File: src/rtl/tpmem_gen.sv
// tpmem_gen: ping-pong N x N block transposer. Rows stream in on
// i_data/i_valid/o_ready; columns stream out on o_data/o_valid/i_ready,
// with o_last flagging column N-1 of each block.
// Ports: i_clk, i_Reset (sync, active-high), i_data, i_valid, o_ready,
//        o_data, o_valid, i_ready, o_last; i_bypass when built with
//        TPMEM_GEN_BYPASS_EN (bypass-tagged banks are emitted row by row).
module tpmem_gen #(
   parameter int BW = 8,
   parameter int N  = 8
) (
   input  logic          i_clk,
   input  logic          i_Reset,
   input  logic [N*BW-1:0] i_data,
   input  logic          i_valid,
   output logic          o_ready,
`ifdef TPMEM_GEN_BYPASS_EN
   input  logic          i_bypass,
`endif
   output logic [N*BW-1:0] o_data,
   output logic          o_valid,
   input  logic          i_ready,
   output logic          o_last
);

   localparam int CW = $clog2(N);

   typedef enum logic [1:0] {
      EMPTY,
      FILLING,
      FULL
   } bank_st_e;

   bank_st_e st_q [2];
   bank_st_e st_d [2];
   logic            wb_q, wb_d;
   logic            rb_q, rb_d;
   logic [CW-1:0]   wr_row_q, wr_row_d;
   logic [CW-1:0]   rd_col_q, rd_col_d;
   logic [N*BW-1:0] o_data_q, o_data_d;
   logic            o_valid_q, o_valid_d;
   logic            o_last_q, o_last_d;
`ifdef TPMEM_GEN_BYPASS_EN
   logic [1:0]      byp_q, byp_d;
`endif

   // Bank storage carries no reset; bank state alone decides validity.
   logic [N*BW-1:0] mem_q [2][N];

   logic            accept;
   logic            load;
   logic [N*BW-1:0] col;

   assign o_ready = (st_q[wb_q] != FULL);
   assign accept  = i_valid && o_ready;
   assign load    = (st_q[rb_q] == FULL) && (!o_valid_q || i_ready);

   // Column rd_col: lane r takes lane rd_col of stored row r.
   always_comb begin
      int c;
      col = '0;
      c   = int'(rd_col_q);
      for (int r = 0; r < N; r++) begin
         col[(N-r)*BW-1 -: BW] = mem_q[rb_q][r][(N-c)*BW-1 -: BW];
      end
`ifdef TPMEM_GEN_BYPASS_EN
      if (byp_q[rb_q]) begin
         col = mem_q[rb_q][rd_col_q];
      end
`endif
   end

   always_comb begin
      st_d      = st_q;
      wb_d      = wb_q;
      rb_d      = rb_q;
      wr_row_d  = wr_row_q;
      rd_col_d  = rd_col_q;
      o_data_d  = o_data_q;
      o_valid_d = o_valid_q;
      o_last_d  = o_last_q;
`ifdef TPMEM_GEN_BYPASS_EN
      byp_d     = byp_q;
      if (accept && wr_row_q == '0) begin
         byp_d[wb_q] = i_bypass;
      end
`endif
      if (accept) begin
         if (wr_row_q == CW'(N-1)) begin
            st_d[wb_q] = FULL;
            wb_d       = ~wb_q;
            wr_row_d   = '0;
         end else begin
            st_d[wb_q] = FILLING;
            wr_row_d   = wr_row_q + CW'(1);
         end
      end
      // Write bank is never FULL and read bank only loads when FULL,
      // so the two state updates always target different banks.
      if (load) begin
         o_data_d  = col;
         o_valid_d = 1'b1;
         o_last_d  = (rd_col_q == CW'(N-1));
         if (rd_col_q == CW'(N-1)) begin
            st_d[rb_q] = EMPTY;
            rb_d       = ~rb_q;
            rd_col_d   = '0;
         end else begin
            rd_col_d   = rd_col_q + CW'(1);
         end
      end else if (o_valid_q && i_ready) begin
         o_valid_d = 1'b0;
         o_last_d  = 1'b0;
      end
   end

   always_ff @(posedge i_clk) begin
      if (i_Reset) begin
         st_q[0]   <= EMPTY;
         st_q[1]   <= EMPTY;
         wb_q      <= 1'b0;
         rb_q      <= 1'b0;
         wr_row_q  <= '0;
         rd_col_q  <= '0;
         o_data_q  <= '0;
         o_valid_q <= 1'b0;
         o_last_q  <= 1'b0;
`ifdef TPMEM_GEN_BYPASS_EN
         byp_q     <= '0;
`endif
      end else begin
         st_q      <= st_d;
         wb_q      <= wb_d;
         rb_q      <= rb_d;
         wr_row_q  <= wr_row_d;
         rd_col_q  <= rd_col_d;
         o_data_q  <= o_data_d;
         o_valid_q <= o_valid_d;
         o_last_q  <= o_last_d;
`ifdef TPMEM_GEN_BYPASS_EN
         byp_q     <= byp_d;
`endif
      end
   end

   always_ff @(posedge i_clk) begin
      if (accept) begin
         mem_q[wb_q][wr_row_q] <= i_data;
      end
   end

   assign o_data  = o_data_q;
   assign o_valid = o_valid_q;
   assign o_last  = o_last_q;

endmodule

File: config.mk
export PLATFORM = sky130hd
export DESIGN_NAME = tpmem_gen
export DESIGN_NICKNAME = d
export VERILOG_FILES = /design/src/rtl/tpmem_gen.sv
export SDC_FILE = /design/constraint.sdc
export NUM_CORES = 1
export LEC_CHECK = 0
export CAP_MARGIN = 30
export CORE_UTILIZATION = 55
export CTS_BUF_LIST = sky130_fd_sc_hd__clkbuf_8 sky130_fd_sc_hd__clkbuf_16
export CTS_CLUSTER_SIZE = 30
export DETAILED_ROUTE_END_ITERATION = 10
export PLACE_DENSITY_LB_ADDON = 0.08
export SKIP_LAST_GASP = 1
export SLEW_MARGIN = 20
export SYNTH_ARGS = -nofsm -noshare
export SYNTH_HDL_FRONTEND = slang
export SYNTH_SLANG_ARGS = --single-unit
export TNS_END_PERCENT = 1
File: constraint.sdc
create_clock -name i_clk -period 11.15 [get_ports i_clk]
set_clock_uncertainty 0.1 [all_clocks]
set_input_delay 2.23 -clock i_clk [delete_from_list [all_inputs] [get_ports i_clk]]
set_output_delay 2.23 -clock i_clk [all_outputs]
set_load 0.01 [all_outputs]
==> results of run 1 <==
## metrics by stage
step	power (W)	setup WS, ns
global placement	0.004811	5.515
detailed placement	0.004821	5.391
CTS	0.008223	6.069
floorplan	0.004708	1.629
finish	0.008172	6.026
global route	0.008406	5.824
## logic make-up (layout without fill, tap and decap cells)
group	count (synthesis)	in the layout	share of synthesized area, %
fa+ha+maj	6	6	0.1763
buf+inv	149	382	2.133
other cells	0	1	0
mux	444	444	12.88
simple gates	227	227	2.427
flops	1103	1103	75.92
compound gates	394	394	6.467
## cells in the mapped netlist (44+ instances only)
master / n
nor3_1: 65
a221oi_1: 55
dfxtp_1: 79
mux2_2: 112
edfxtp_1: 1024
clkbuf_1: 49
nand2_1: 97
mux4_2: 72
o22a_1: 56
a21oi_1: 127
buf_2: 44
a22oi_1: 121
mux2i_1: 260
## power groups by stage
stage,clock network (W),registers (W),logic (W)
floorplan,0,0.00466,0.0000490
global placement,0,0.00466,0.000156
detailed placement,0,0.00466,0.000164
CTS,0.00349,0.00457,0.000164
global route,0.00366,0.00457,0.000177
finish,0.00344,0.00457,0.000166
## registers in the layout, indices dropped and copies added (netlist names), named ones only
signal / cells
mem_q: 1024
o_data: 64
st_q: 4
rd_col_q: 3
wr_row_q: 3
o_last: 1
o_valid: 1
rb_q: 1
wb_q: 1
## worst reg2reg max path, delay by kind of cell (launching register included)
kind,cells,cell delay [ns]
flip-flops,1,0.87
AO/OA/AOI/OAI,3,1.10
adder cells (fa/ha/maj),1,0.74
buffers and inverters,3,1.81
AND/OR/NAND/NOR,2,0.39
## layer usage
| layer | part of all wire [%] | vias up | wire length (µm) |
|---|---|---|---|
| met5 | 0.047 | - | 50 |
| li1 | - | 9710 | - |
| met2 | 49 | 718 | 51810 |
| met1 | 42 | 11850 | 44220 |
| met3 | 6.5 | 139 | 6874 |
| met4 | 2.9 | 8 | 3111 |
## final cells by class
class,instances,area share [%]
inverter,4,0.03100
antenna,1,0.005167
clock buffer,117,5.906
clock inverter,81,1.023
sequential,1103,66.78
timing repair buffer,180,3.932
tap,1030,2.661
multi-input combinational,1071,19.66
## worst min path at each step
stage,cells past startpoint,endpoint,from
after global routing,2,o_data[30],o_data[30]
final,2,o_data[6],o_data[6]
after floorplan,2,rd_col_q[1],rd_col_q[1]
after detailed placement,2,o_data[30],o_data[30]
after global placement,1,o_data[47],o_data[47]
after CTS,2,o_data[30],o_data[30]
==> run metrics, run 1 <==
vias in the first global route=22,450; Hold Slack=0.3980 ns; ys async rst share=0%; met3 Use GR=5.080%; area grow syn2layout=13.71%; FF-to-FF Start=rd_col_q[0]; Crit Path Max Fanout=38; Clock Pin Slew Worst Setup and Hold Paths=0.06 ns; Worst R2R Path Depth=9; chip height=280.3 µm; Residual DRC=0; Pint=0.006571 W; Max Slew Vio Count=0; PostCTS Resize Cnt=0; leading area contributor after synthesis=edfxtp_1; Synth cell types=49; clock share of power=42.1%; top-area cell type share of the netlist area=72.20%; Worst setup EP type=register; std cell rows=101; initial antenna violation count=10; RSZ-0062 raised after global routing=no; initial core utilization=55.79%; LEAKAGE=15.24 nW; Arr. time, crit path=5.31 ns; setup TNS=0 ns; Final Setup Violations=0; Area contributors post-synth=edfxtp_1, mux2i_1, mux4_2, dfxtp_1, mux2_2; placed instance count=3,381; placed cell area=44,910 µm²; buffer count from post-CTS setup fixing=0; number of I/O pins=135; fmax=0.1952 GHz; Worst Setup Path Type=input pin to register; gr usage total=27.36%; DR WL/cell=29.57 µm; cell count after synthesis=2,323; number of port buffers=134; Fill cells=5,372; Root Driver=clkbuf_16; GR Layer Usage met2=44.35%; capturing point of the worst reg2reg path=o_data[15]; Max Buffers Root-to-Sink=3; r2r setup slk=6.04 ns; nets=2,541; Crit path depth=5; P_sw=0.001601 W; hpwl dp=58,740 µm; period utilisation layout=45.96%; CTS Sinks=1,103; total CTS buffers=107; synth warn=0; grt total ovfl=0; Slowest-stage cell, CP=nor2_4; fin util=63.44%; post-route ant nets=0; Die W=280.3 µm; Synth Cell Area=42,590 µm²; Reg area=32,340 µm²; largest net degree at the start of global routing=139; Core Footprint=76,330 µm²; Initial DRT Pass Iterations=6; post-synth net total=2,397; first-pass GRT wire length=153,200 µm; type of origin of the critical path=input pin; Clock Latency Late Sink=0.65 ns; most common cell after layout, fill and taps aside=edfxtp_1; share of cells above drive strength 1=15.85%; Synth Register Bits=1,103; final wirelength=106,100 µm; area of the multi-input gates=9522 µm²; Worst Tran Pin Value=1.117 ns; worst hold path class=register to register; sequential-to-total area share from yosys stat=75.92%; Mean Syn Cell Area=18.33 µm²; Power Density=168.8 nW/µm²; Via Count=22,430; Final Hold Vio Count=0; Via density=6.252; hold_buf cts=0; Min Clock Period, post-route=5.124 ns; most frequent cells in the layout=edfxtp_1, mux2i_1, clkdlybuf4s50_1; Max VDD drop=0.1112 mV; post-route insts no fill=3,587; CP endpoint=mem_q[0][45]; max incr delay on CP=0.81 ns; launch point of the worst path=i_valid; status=finished, final reports clean; busiest grt layer=met2; Cell Chain, Critical Path=clkdlybuf4s50_1 -> nor3b_1 -> nand2_1 -> nor2_4 -> buf_4; Top Family by Delay on Critical Path=simple AND/OR/NAND/NOR gates; Crit path required time=11.33 ns; M1 GR Usage=37.54%; Sequential Power Share=55.9%; Die Area=78,550 µm²; CTS tree=built; switching share of power=19.60%; maxcap violations=0; EDFF count, synth=1,024; htree depth=3; power share of the combinational group=2.0%; max_slew headroom=25.54%; top_reg_cell synth=edfxtp_1; WP buf/inv=2; Placer Congestion=0.8182; drt initial violations=2,000; fin area=48,430 µm²
Note: power is estimated with default switching activity, not from simulation.
==> inputs of run 2 (changes only) <==
clock period = 5.2 ns   (was 11.15 ns; I/O delays follow)
==> run 2 against run 1 <==
  * Design area up 1.1%
  * Wire length grew 2.2%
  * Sequential share of layout area decreased by 0.73 points
  * Non-clock buffer count grew 34
  * Core utilization rose by 0.70 points
  * Die area stayed put
  * Clock power up 130%
  * First-iteration DRC count is 4.7% higher
  * Count of clock-buffer cells in the layout is 4 lower
  * Combinational power increased by 120%
  * Setup slack worse by 4.4 ns
  * Highest routed layer is now met4
  * Register-to-register slack got worse by 4.4 ns
==> run metrics, run 2 (same netlist as run 1, synthesis figures left out) <==
std cell rows=101; period utilisation layout=67.93%; Final Setup Violations=0; DR WL/cell=29.88 µm; switching share of power=19.86%; placed instance count=3,420; number of I/O pins=135; most common cell after layout, fill and taps aside=edfxtp_1; initial core utilization=55.79%; largest net degree at the start of global routing=72; post-route insts no fill=3,628; number of port buffers=134; Clock Pin Slew Worst Setup and Hold Paths=0.06 ns; area grow syn2layout=14.97%; total CTS buffers=109; power share of the combinational group=2.1%; nets=2,577; max_slew headroom=29.20%; worst hold path class=register to register; Cell Chain, Critical Path=clkinv_1 -> buf_4 -> ha_4 -> and2_2 -> buf_12 -> buf_4 -> a22oi_1 -> a21oi_1 -> buf_4 -> nor3_1 -> o22a_1; Placer Congestion=0.8261; clock share of power=43.3%; Residual DRC=0; post-route ant nets=0; fmax=0.2831 GHz; CTS tree=built; r2r setup slk=1.67 ns; maxcap violations=0; first-pass GRT wire length=156,000 µm; Power Density=366.2 nW/µm²; launch point of the worst path=rd_col_q[0]; Core Footprint=76,330 µm²; Max Buffers Root-to-Sink=3; Arr. time, crit path=4.00 ns; Root Driver=clkbuf_16; CP endpoint=o_data[11]; Initial DRT Pass Iterations=5; grt total ovfl=0; htree depth=3; chip height=280.3 µm; Crit path depth=11; WP buf/inv=5; CTS Sinks=1,103; Clock Latency Late Sink=0.67 ns; drt initial violations=2,094; Slowest-stage cell, CP=ha_4; RSZ-0062 raised after global routing=no; gr usage total=27.89%; P_sw=0.003561 W; initial antenna violation count=3; Final Hold Vio Count=0; Via Count=22,770; vias in the first global route=22,720; max incr delay on CP=0.58 ns; Die W=280.3 µm; Worst R2R Path Depth=11; share of cells above drive strength 1=17.80%; hold_buf cts=0; Crit Path Max Fanout=38; most flop-heavy register=mem_q; Pwr Total=0.01793 W; capturing point of the worst reg2reg path=o_data[11]; LEAKAGE=15.48 nW; Max VDD drop=0.3270 mV; max reg flops=1,024; most frequent cells in the layout=edfxtp_1, mux2i_1, clkdlybuf4s50_1; fin util=64.15%; Top Family by Delay on Critical Path=buffers and inverters; final wirelength=108,400 µm; FF-to-FF Start=rd_col_q[0]; Max Slew Vio Count=0; hpwl dp=63,740 µm; Worst Setup Path Type=register to register; Via density=6.276; buffer count from post-CTS setup fixing=0; Sequential Power Share=54.7%; Min Clock Period, post-route=3.532 ns; type of origin of the critical path=register; most used cell, CP=buf_4; Fill cells=5,413; Worst Tran Pin Value=1.059 ns; Pint=0.01437 W; PostCTS Resize Cnt=0; status=finished, final reports clean; Worst setup EP type=register; Die Area=78,550 µm²; Crit path required time=5.67 ns
==> run 2: cell count changes in the layout (fill, tap and decap cells not counted), sizes merged <==
cell      delta
diode        +1
inv         -10
bufinv       +6
clkinv       +8
clkbuf       -4
buf         +34
clkinvlp     +6
==> run 2: per-stage QoR <==
step | setup slack [ns] | area, µm² | setup TNS [ns] | hold slack [ns]
2_1_floorplan | -1.423 | 42600 | -590.32 | 0.3863
3_3_place_gp | 1.350 | 45340 | 0 | 0.3665
3_5_place_dp | 1.265 | 45360 | 0 | 0.3754
4_1_cts | 1.668 | 48920 | 0 | 0.3895
5_1_grt | 1.504 | 48960 | 0 | 0.4053
6_report | 1.668 | 48960 | 0 | 0.3868
==> run 2: final cells by class <==
class | instances | area (µm²) | share of cell area [%]
Sequential cell | 1103 | 32340 | 66.05
Multi-Input combinational cell | 1071 | 9538 | 19.48
Clock buffer | 113 | 2805 | 5.729
Timing Repair Buffer | 214 | 2222 | 4.538
Tap cell | 1030 | 1289 | 2.632
Clock inverter | 91 | 750.7 | 1.533
Inverter | 4 | 15.01 | 0.03066
Antenna cell | 2 | 5.005 | 0.01022
==> run 2: routing by layer <==
| layer | track usage (%) | vias up | share of wire [%] |
|---|---|---|---|
| met5 | 0 | - | 0 |
| met4 | 10.59 | 0 | 3.8 |
| met2 | 44.61 | 822 | 48 |
| met1 | 38.81 | 11980 | 42 |
| li1 | - | 9794 | - |
| met3 | 4.497 | 172 | 6.4 |
==> run 2: how the worst min path moves through the flow <==
stage                             end         from  cells past startpoint  slack (ns)
after detailed placement   o_data[15]   o_data[15]                      1        0.38
after global placement     o_data[55]   o_data[55]                      1        0.37
after CTS                  o_data[15]   o_data[15]                      1        0.39
after floorplan           rd_col_q[1]  rd_col_q[1]                      2        0.39
final                      o_data[15]   o_data[15]                      1        0.39
after global routing       o_data[60]   o_data[60]                      1        0.41
==> run 2: power by group through the flow <==
stage	Clock [W]	Sequential, W	Combinational [W]
2_1_floorplan	0	0.00998	0.000106
3_3_place_gp	0	0.00998	0.000353
3_5_place_dp	0	0.00999	0.000365
4_1_cts	0.00787	0.00980	0.000367
5_1_grt	0.00819	0.00980	0.000390
6_report	0.00776	0.00980	0.000368
